File: src/rtl/ddr_test_sequencer.sv
// DDR throughput test sequencer: drives a pattern into the DDR output stage,
// checks the looped-back beats against an independent copy, and reports the result.
module ddr_test_sequencer #(
  parameter int LEN_W   = 16,
  parameter int TMO_CYC = 255
) (
  input  logic             clk,
  input  logic             rst,
  input  logic             start,
  input  logic             abort,
  input  logic [LEN_W-1:0] cfg_len,
  input  logic [1:0]       cfg_mode,
  input  logic             tx_ready,
  output logic             tx_valid,
  output logic [7:0]       tx_rise,
  output logic [7:0]       tx_fall,
  input  logic             rx_valid,
  input  logic [7:0]       rx_rise,
  input  logic [7:0]       rx_fall,
  output logic             busy,
  output logic             done,
  output logic             pass,
  output logic             timeout,
  output logic [LEN_W-1:0] tx_count,
  output logic [LEN_W-1:0] rx_count,
  output logic [15:0]      err_count
);

  typedef enum logic [1:0] {IDLE, RUN, DRAIN, DONE} state_t;
  localparam int TMO_W = $clog2(TMO_CYC + 1);

  state_t           state, next_state;
  logic [LEN_W-1:0] len;
  logic [1:0]       mode;
  logic [7:0]       tx_gen, rx_gen;
  logic [TMO_W-1:0] tmo_cnt;
  logic [7:0]       seed, seed_fall, seed_next, tx_gen_fall, rx_gen_fall;
  logic             start_ok, tx_accept, tx_last, rx_take, rx_bad, tmo_hit, drain_exit;

  // One step of the pattern stream; every mode is expressible as p(n+1) = f(p(n)).
  function automatic logic [7:0] pat_step(input logic [1:0] m, input logic [7:0] v);
    case (m)
      2'd0:    pat_step = v + 8'd1;
      2'd1:    pat_step = {v[6:0], v[7] ^ v[5] ^ v[4] ^ v[3]};
      2'd2:    pat_step = {v[6:0], v[7]};
      default: pat_step = ~v;
    endcase
  endfunction

  always_comb begin
    seed = 8'h01;
    if (cfg_mode == 2'd0) seed = 8'h00;
    else if (cfg_mode == 2'd3) seed = 8'h55;
  end

  assign seed_fall   = pat_step(cfg_mode, seed);
  assign seed_next   = pat_step(cfg_mode, seed_fall);
  assign tx_gen_fall = pat_step(mode, tx_gen);
  assign rx_gen_fall = pat_step(mode, rx_gen);

  assign start_ok  = start && !abort && (state == IDLE || state == DONE);
  assign tx_accept = (state == RUN) && tx_valid && tx_ready;
  assign tx_last   = tx_accept && (tx_count + LEN_W'(1) == len);
  assign rx_take   = (state == RUN || state == DRAIN) && rx_valid && (rx_count != len);
  assign rx_bad    = (rx_rise != rx_gen) || (rx_fall != rx_gen_fall);
  assign tmo_hit   = (state == DRAIN) && !rx_valid && (tmo_cnt == TMO_W'(TMO_CYC - 1));

  always_comb begin
    next_state = state;
    if (abort) begin
      next_state = IDLE;
    end else begin
      case (state)
        IDLE, DONE: if (start) next_state = (cfg_len == '0) ? DONE : RUN;
        RUN:        if (tx_last) next_state = DRAIN;
        DRAIN:      if (rx_count == len || tmo_hit) next_state = DONE;
        default:    next_state = IDLE;
      endcase
    end
  end

  assign drain_exit = (state == DRAIN) && (next_state == DONE);

  always_ff @(posedge clk or posedge rst) begin
    if (rst) state <= IDLE;
    else     state <= next_state;
  end

  // Registered outputs, counters and the two pattern generators.
  always_ff @(posedge clk or posedge rst) begin
    if (rst) begin
      tx_valid  <= 1'b0;
      tx_rise   <= '0;
      tx_fall   <= '0;
      busy      <= 1'b0;
      done      <= 1'b0;
      pass      <= 1'b0;
      timeout   <= 1'b0;
      tx_count  <= '0;
      rx_count  <= '0;
      err_count <= '0;
      len       <= '0;
      mode      <= '0;
      tx_gen    <= '0;
      rx_gen    <= '0;
      tmo_cnt   <= '0;
    end else if (abort) begin
      tx_valid <= 1'b0;
      tx_rise  <= '0;
      tx_fall  <= '0;
      busy     <= 1'b0;
      done     <= 1'b0;
      pass     <= 1'b0;
      timeout  <= 1'b0;
      tmo_cnt  <= '0;
    end else if (start_ok) begin
      len       <= cfg_len;
      mode      <= cfg_mode;
      tx_count  <= '0;
      rx_count  <= '0;
      err_count <= '0;
      timeout   <= 1'b0;
      tmo_cnt   <= '0;
      rx_gen    <= seed;
      tx_gen    <= seed_next;
      if (cfg_len != '0) begin
        tx_valid <= 1'b1;
        tx_rise  <= seed;
        tx_fall  <= seed_fall;
        busy     <= 1'b1;
        done     <= 1'b0;
        pass     <= 1'b0;
      end else begin
        tx_valid <= 1'b0;
        tx_rise  <= '0;
        tx_fall  <= '0;
        busy     <= 1'b0;
        done     <= 1'b1;
        pass     <= 1'b1;
      end
    end else begin
      if (tx_accept) begin
        tx_count <= tx_count + LEN_W'(1);
        if (tx_last) begin
          tx_valid <= 1'b0;
          tx_rise  <= '0;
          tx_fall  <= '0;
        end else begin
          tx_rise <= tx_gen;
          tx_fall <= tx_gen_fall;
          tx_gen  <= pat_step(mode, tx_gen_fall);
        end
      end
      if (rx_take) begin
        rx_count <= rx_count + LEN_W'(1);
        rx_gen   <= pat_step(mode, rx_gen_fall);
        if (rx_bad && err_count != 16'hFFFF) err_count <= err_count + 16'd1;
      end
      if (state == DRAIN) tmo_cnt <= rx_valid ? '0 : tmo_cnt + TMO_W'(1);
      else                tmo_cnt <= '0;
      if (drain_exit) begin
        busy    <= 1'b0;
        done    <= 1'b1;
        pass    <= (err_count == 16'd0) && (rx_count == len);
        timeout <= (rx_count != len);
      end
    end
  end

endmodule

File: config.mk
export PLATFORM = sky130hd
export DESIGN_NAME = ddr_test_sequencer
export DESIGN_NICKNAME = d
export VERILOG_FILES = /design/src/rtl/ddr_test_sequencer.sv
export SDC_FILE = /design/constraint.sdc
export NUM_CORES = 1
export LEC_CHECK = 0
export ABC_AREA = 0
export BUFFER_PORTS_ARGS = -buffer_cell sky130_fd_sc_hd__buf_4
export CAP_MARGIN = 20
export CORE_ASPECT_RATIO = 1.1
export CORE_MARGIN = 4
export CORE_UTILIZATION = 35
export CTS_CLUSTER_SIZE = 14
export DETAILED_ROUTE_END_ITERATION = 12
export MAX_ROUTING_LAYER = met4
export PLACE_DENSITY = 0.56
export SLEW_MARGIN = 15
export SYNTH_ARGS = -nofsm -noshare
export SYNTH_HDL_FRONTEND = slang
export SYNTH_SLANG_ARGS = --single-unit
File: constraint.sdc
create_clock -name clk -period 8.2 [get_ports clk]
set_clock_uncertainty 0.15 [all_clocks]
set_input_delay 0.82 -clock clk [delete_from_list [all_inputs] [get_ports clk]]
set_output_delay 0.82 -clock clk [all_outputs]
set_load 0.02 [all_outputs]
==> flow_metrics.py <==
metrics = {
    "clock_network": {
        "cts_root_buf": "clkbuf_16",
        "cts_tree": "yes",
        "cts_max_path_buffers": 2,
        "cts.sinks": 113,
        "post-cts-setup-buffers": 0,
        "ctsResizeCount": 0,
        "cts_buffers": 17,
        "cts.clk_slew.worst_paths_ns": 0.06,
        "htree_num_levels": 4,
        "cts_hold_buf": 0,
        "insertion_delay_ns": 0.42,
    },
    "critical_path": {
        "crit_fanout": 66,
        "crit_required_ns": 8.39,
        "cp-end-kind": "register",
        "crit_type": "reg -> reg",
        "crit_arrival_ns": 4.14,
        "crit_path_start_kind": "register",
    },
    "synth": {
        "syn_inst": 985,
        "synth.avg_cell_area_sq_um": 8.26,
        "ys_ff_latch": 113,
        "yosysSeqAreaShare_pct": 34.8,
        "syn_nets": 1037,
        "synthArstFlopShare_pct": 100,
        "ys_warn_count": 0,
        "synth_edf_count": 0,
        "syn_area_sq_um": 8140,
        "yosysUniqueCellTypes": 79,
        "synthFlopType": "dfrtp_1",
    },
    "floorplan": {
        "die_w_um": 153,
        "coreArea_sq_um": 22900,
        "core.rowCount": 58,
        "dieArea_sq_um": 25800,
        "initial_core_util_pct": 35.6,
        "io_pins": 109,
        "die_y_um": 168,
    },
    "global_routing": {
        "grt_pass1_wl_um": 39700,
        "grt_max_degree": 80,
        "antenna_found_initial": 0,
        "grt-ovfl-total": 0,
        "grtUsageTotal_pct": 19.3,
        "grt_pass1_vias": 7288,
    },
    "sta": {
        "tightest_slew_ns": 0.974,
        "worst_slack_ns": 4.25,
        "slew_viol_final": 0,
        "setup_viol": 0,
        "min_period_ns": 3.95,
        "grt_setup_unrepaired": "false",
        "min_period_over_period_pct": 48.2,
        "timing.slew.headroom_pct": 34.6,
        "fin_setup_tns_ns": 0,
        "max_clock_freq_mhz": 253,
        "final-hold-violation-count": 0,
        "whs_ns": 0.330,
    },
    "routing": {
        "postRouteAntennaNets": 0,
        "dr_wl_met3_um": 1260,
        "drt-total-wl_um": 24400,
        "detail_route.first_pass.iterations": 7,
        "drc": 0,
        "routed.top_layer": "met4",
        "viasPerCell": 5.60,
        "wl_met2_um": 11200,
        "drt_iter0_drc": 577,
        "wire_per_inst_um": 17.9,
        "wl_met1_um": 11300,
        "dr_total_vias": 7608,
    },
    "final_layout": {
        "multi_input_area_sq_um": 4900,
        "n_antenna_cell": 0,
        "syn2layout_area_growth_pct": 19.3,
        "n_fill_cell": 2317,
        "layout.nets": 1099,
        "seq_area_sq_um": 2830,
        "drive_gt1_share_pct": 16.2,
    },
    "placed_design": {
        "preCtsSetupSlack_ns": 4.30,
        "io_buffers": 108,
        "gp_congestion": 0.856,
        "dp_hpwl_um": 17300,
    },
    "power_and_ir_drop": {
        "comb_power_share_pct": 45.5,
        "power_density_nw_per_um2": 316,
        "p_switching_uw": 1290,
        "power.share.clock_pct": 26.1,
        "netSwitchingFraction_pct": 42.0,
        "leakage_uw": 0.00428,
        "ir_worst_vdd_mv": 0.150,
        "power_frac_seq_pct": 28.4,
        "intPower_uw": 1780,
    },
    "hold_path": {
        "hp-class": "reg -> reg",
    },
    "run": {
        "maxCapViolCount": 0,
    },
    "outcome": {
        "outcome": "complete, no violations",
    },
}
==> state kept, by name (all words and copies together), names as in the netlist <==
name	flops
busy	1
done	1
err_count	16
len	16
mode	2
pass	1
rx_count	16
rx_gen	8
state	2
timeout	1
tmo_cnt	8
tx_count	16
tx_fall	8
tx_gen	8
tx_rise	8
tx_valid	1
==> cell usage after synthesis (12+ instances only) <==
master | instances | area (sq um)
xor2_1 | 34 | 298
ha_1 | 12 | 150
clkbuf_1 | 45 | 169
nand3_1 | 46 | 230
buf_2 | 12 | 60.1
nor4_1 | 20 | 125
inv_1 | 30 | 113
dfrtp_1 | 113 | 2830
nand2_1 | 141 | 529
nor3_1 | 22 | 110
mux2i_1 | 22 | 220
and3_1 | 12 | 75.1
a21oi_1 | 42 | 210
xnor2_1 | 43 | 377
nand2b_1 | 34 | 213
o21ai_0 | 51 | 255
a31oi_1 | 16 | 100
nand4_1 | 21 | 131
and4_1 | 13 | 114
nor2_1 | 67 | 251
==> critical path, stage by stage (launching register included) <==
cell,delay (ns)
dfrtp_1,0.36
buf_4,0.31
inv_1,0.60
a21oi_1,0.18
or4_1,0.53
a2111oi_0,0.54
nand4b_1,0.61
a31o_2,0.45
a21oi_1,0.12
==> through the flow <==
step / total power (uW) / instance area (sq um) / utilization [%] / cells
after global routing: 3290 / 9700 / 42.4 / 1359
after floorplan: 1910 / 8140 / - / 985
after detailed placement: 2260 / 9070 / 39.7 / 1327
final: 3060 / 9700 / 42.4 / 1359
after global placement: 2250 / 9070 / 39.7 / 1327
after CTS: 3070 / 9700 / 42.4 / 1358
==> worst paths after layout <==
check                           start  depth (start not counted)  slack (ns)            end
min reg2reg                tx_rise[3]                          2        0.33     tx_rise[3]
min in group asynchronous         rst                          2        0.39      rx_gen[2]
max reg2reg                   mode[1]                          8        4.25  err_count[11]
max                           mode[1]                          8        4.25  err_count[11]
max in group asynchronous         rst                          3        6.24     tx_rise[0]
min                        tx_rise[3]                          2        0.33     tx_rise[3]
==> cells in the final DEF, fill, tap and decap left out, drive strengths merged, types with 30 or more instances in the layout <==
cell    instances
inv            30
buf           114
dfrtp         113
nand3          46
xnor2          43
nor2           68
xor2           34
nand2         141
nand2b         34
a21oi          43
o21ai          51
==> power groups by stage <==
stage	Clock, uW	Sequential [uW]	Combinational [uW]
5_1_grt	842	891	1560
4_1_cts	814	869	1390
6_report	799	871	1390
2_1_floorplan	0	788	1130
3_3_place_gp	0	877	1370
3_5_place_dp	0	878	1380
==> final cells by class <==
type,instances,area share (%)
clock buffers,22,4.89
well taps,300,3.87
multi-input cells,771,50.5
flip-flops and latches,113,29.2
inverters,30,1.19
clock inverters,9,1.60
repair buffers,114,8.82
==> kinds of logic after synthesis <==
group | synth area share (%)
xor gates and xnor gates | 9.14
AOI/OAI and AO/OA | 17.5
and+or+nand+nor | 28.5
buffers and inverters | 5.12
DFF | 34.8
muxes | 3.21
adders and majority gates | 1.85
==> per-layer routing <==
layer  up-vias  GRT usage (%)
li1       3692              -
met1      3664           25.7
met2       216           30.2
met3        36           3.68
met4         0           5.45
met5         -              -
(Power assumes the default switching activity.)
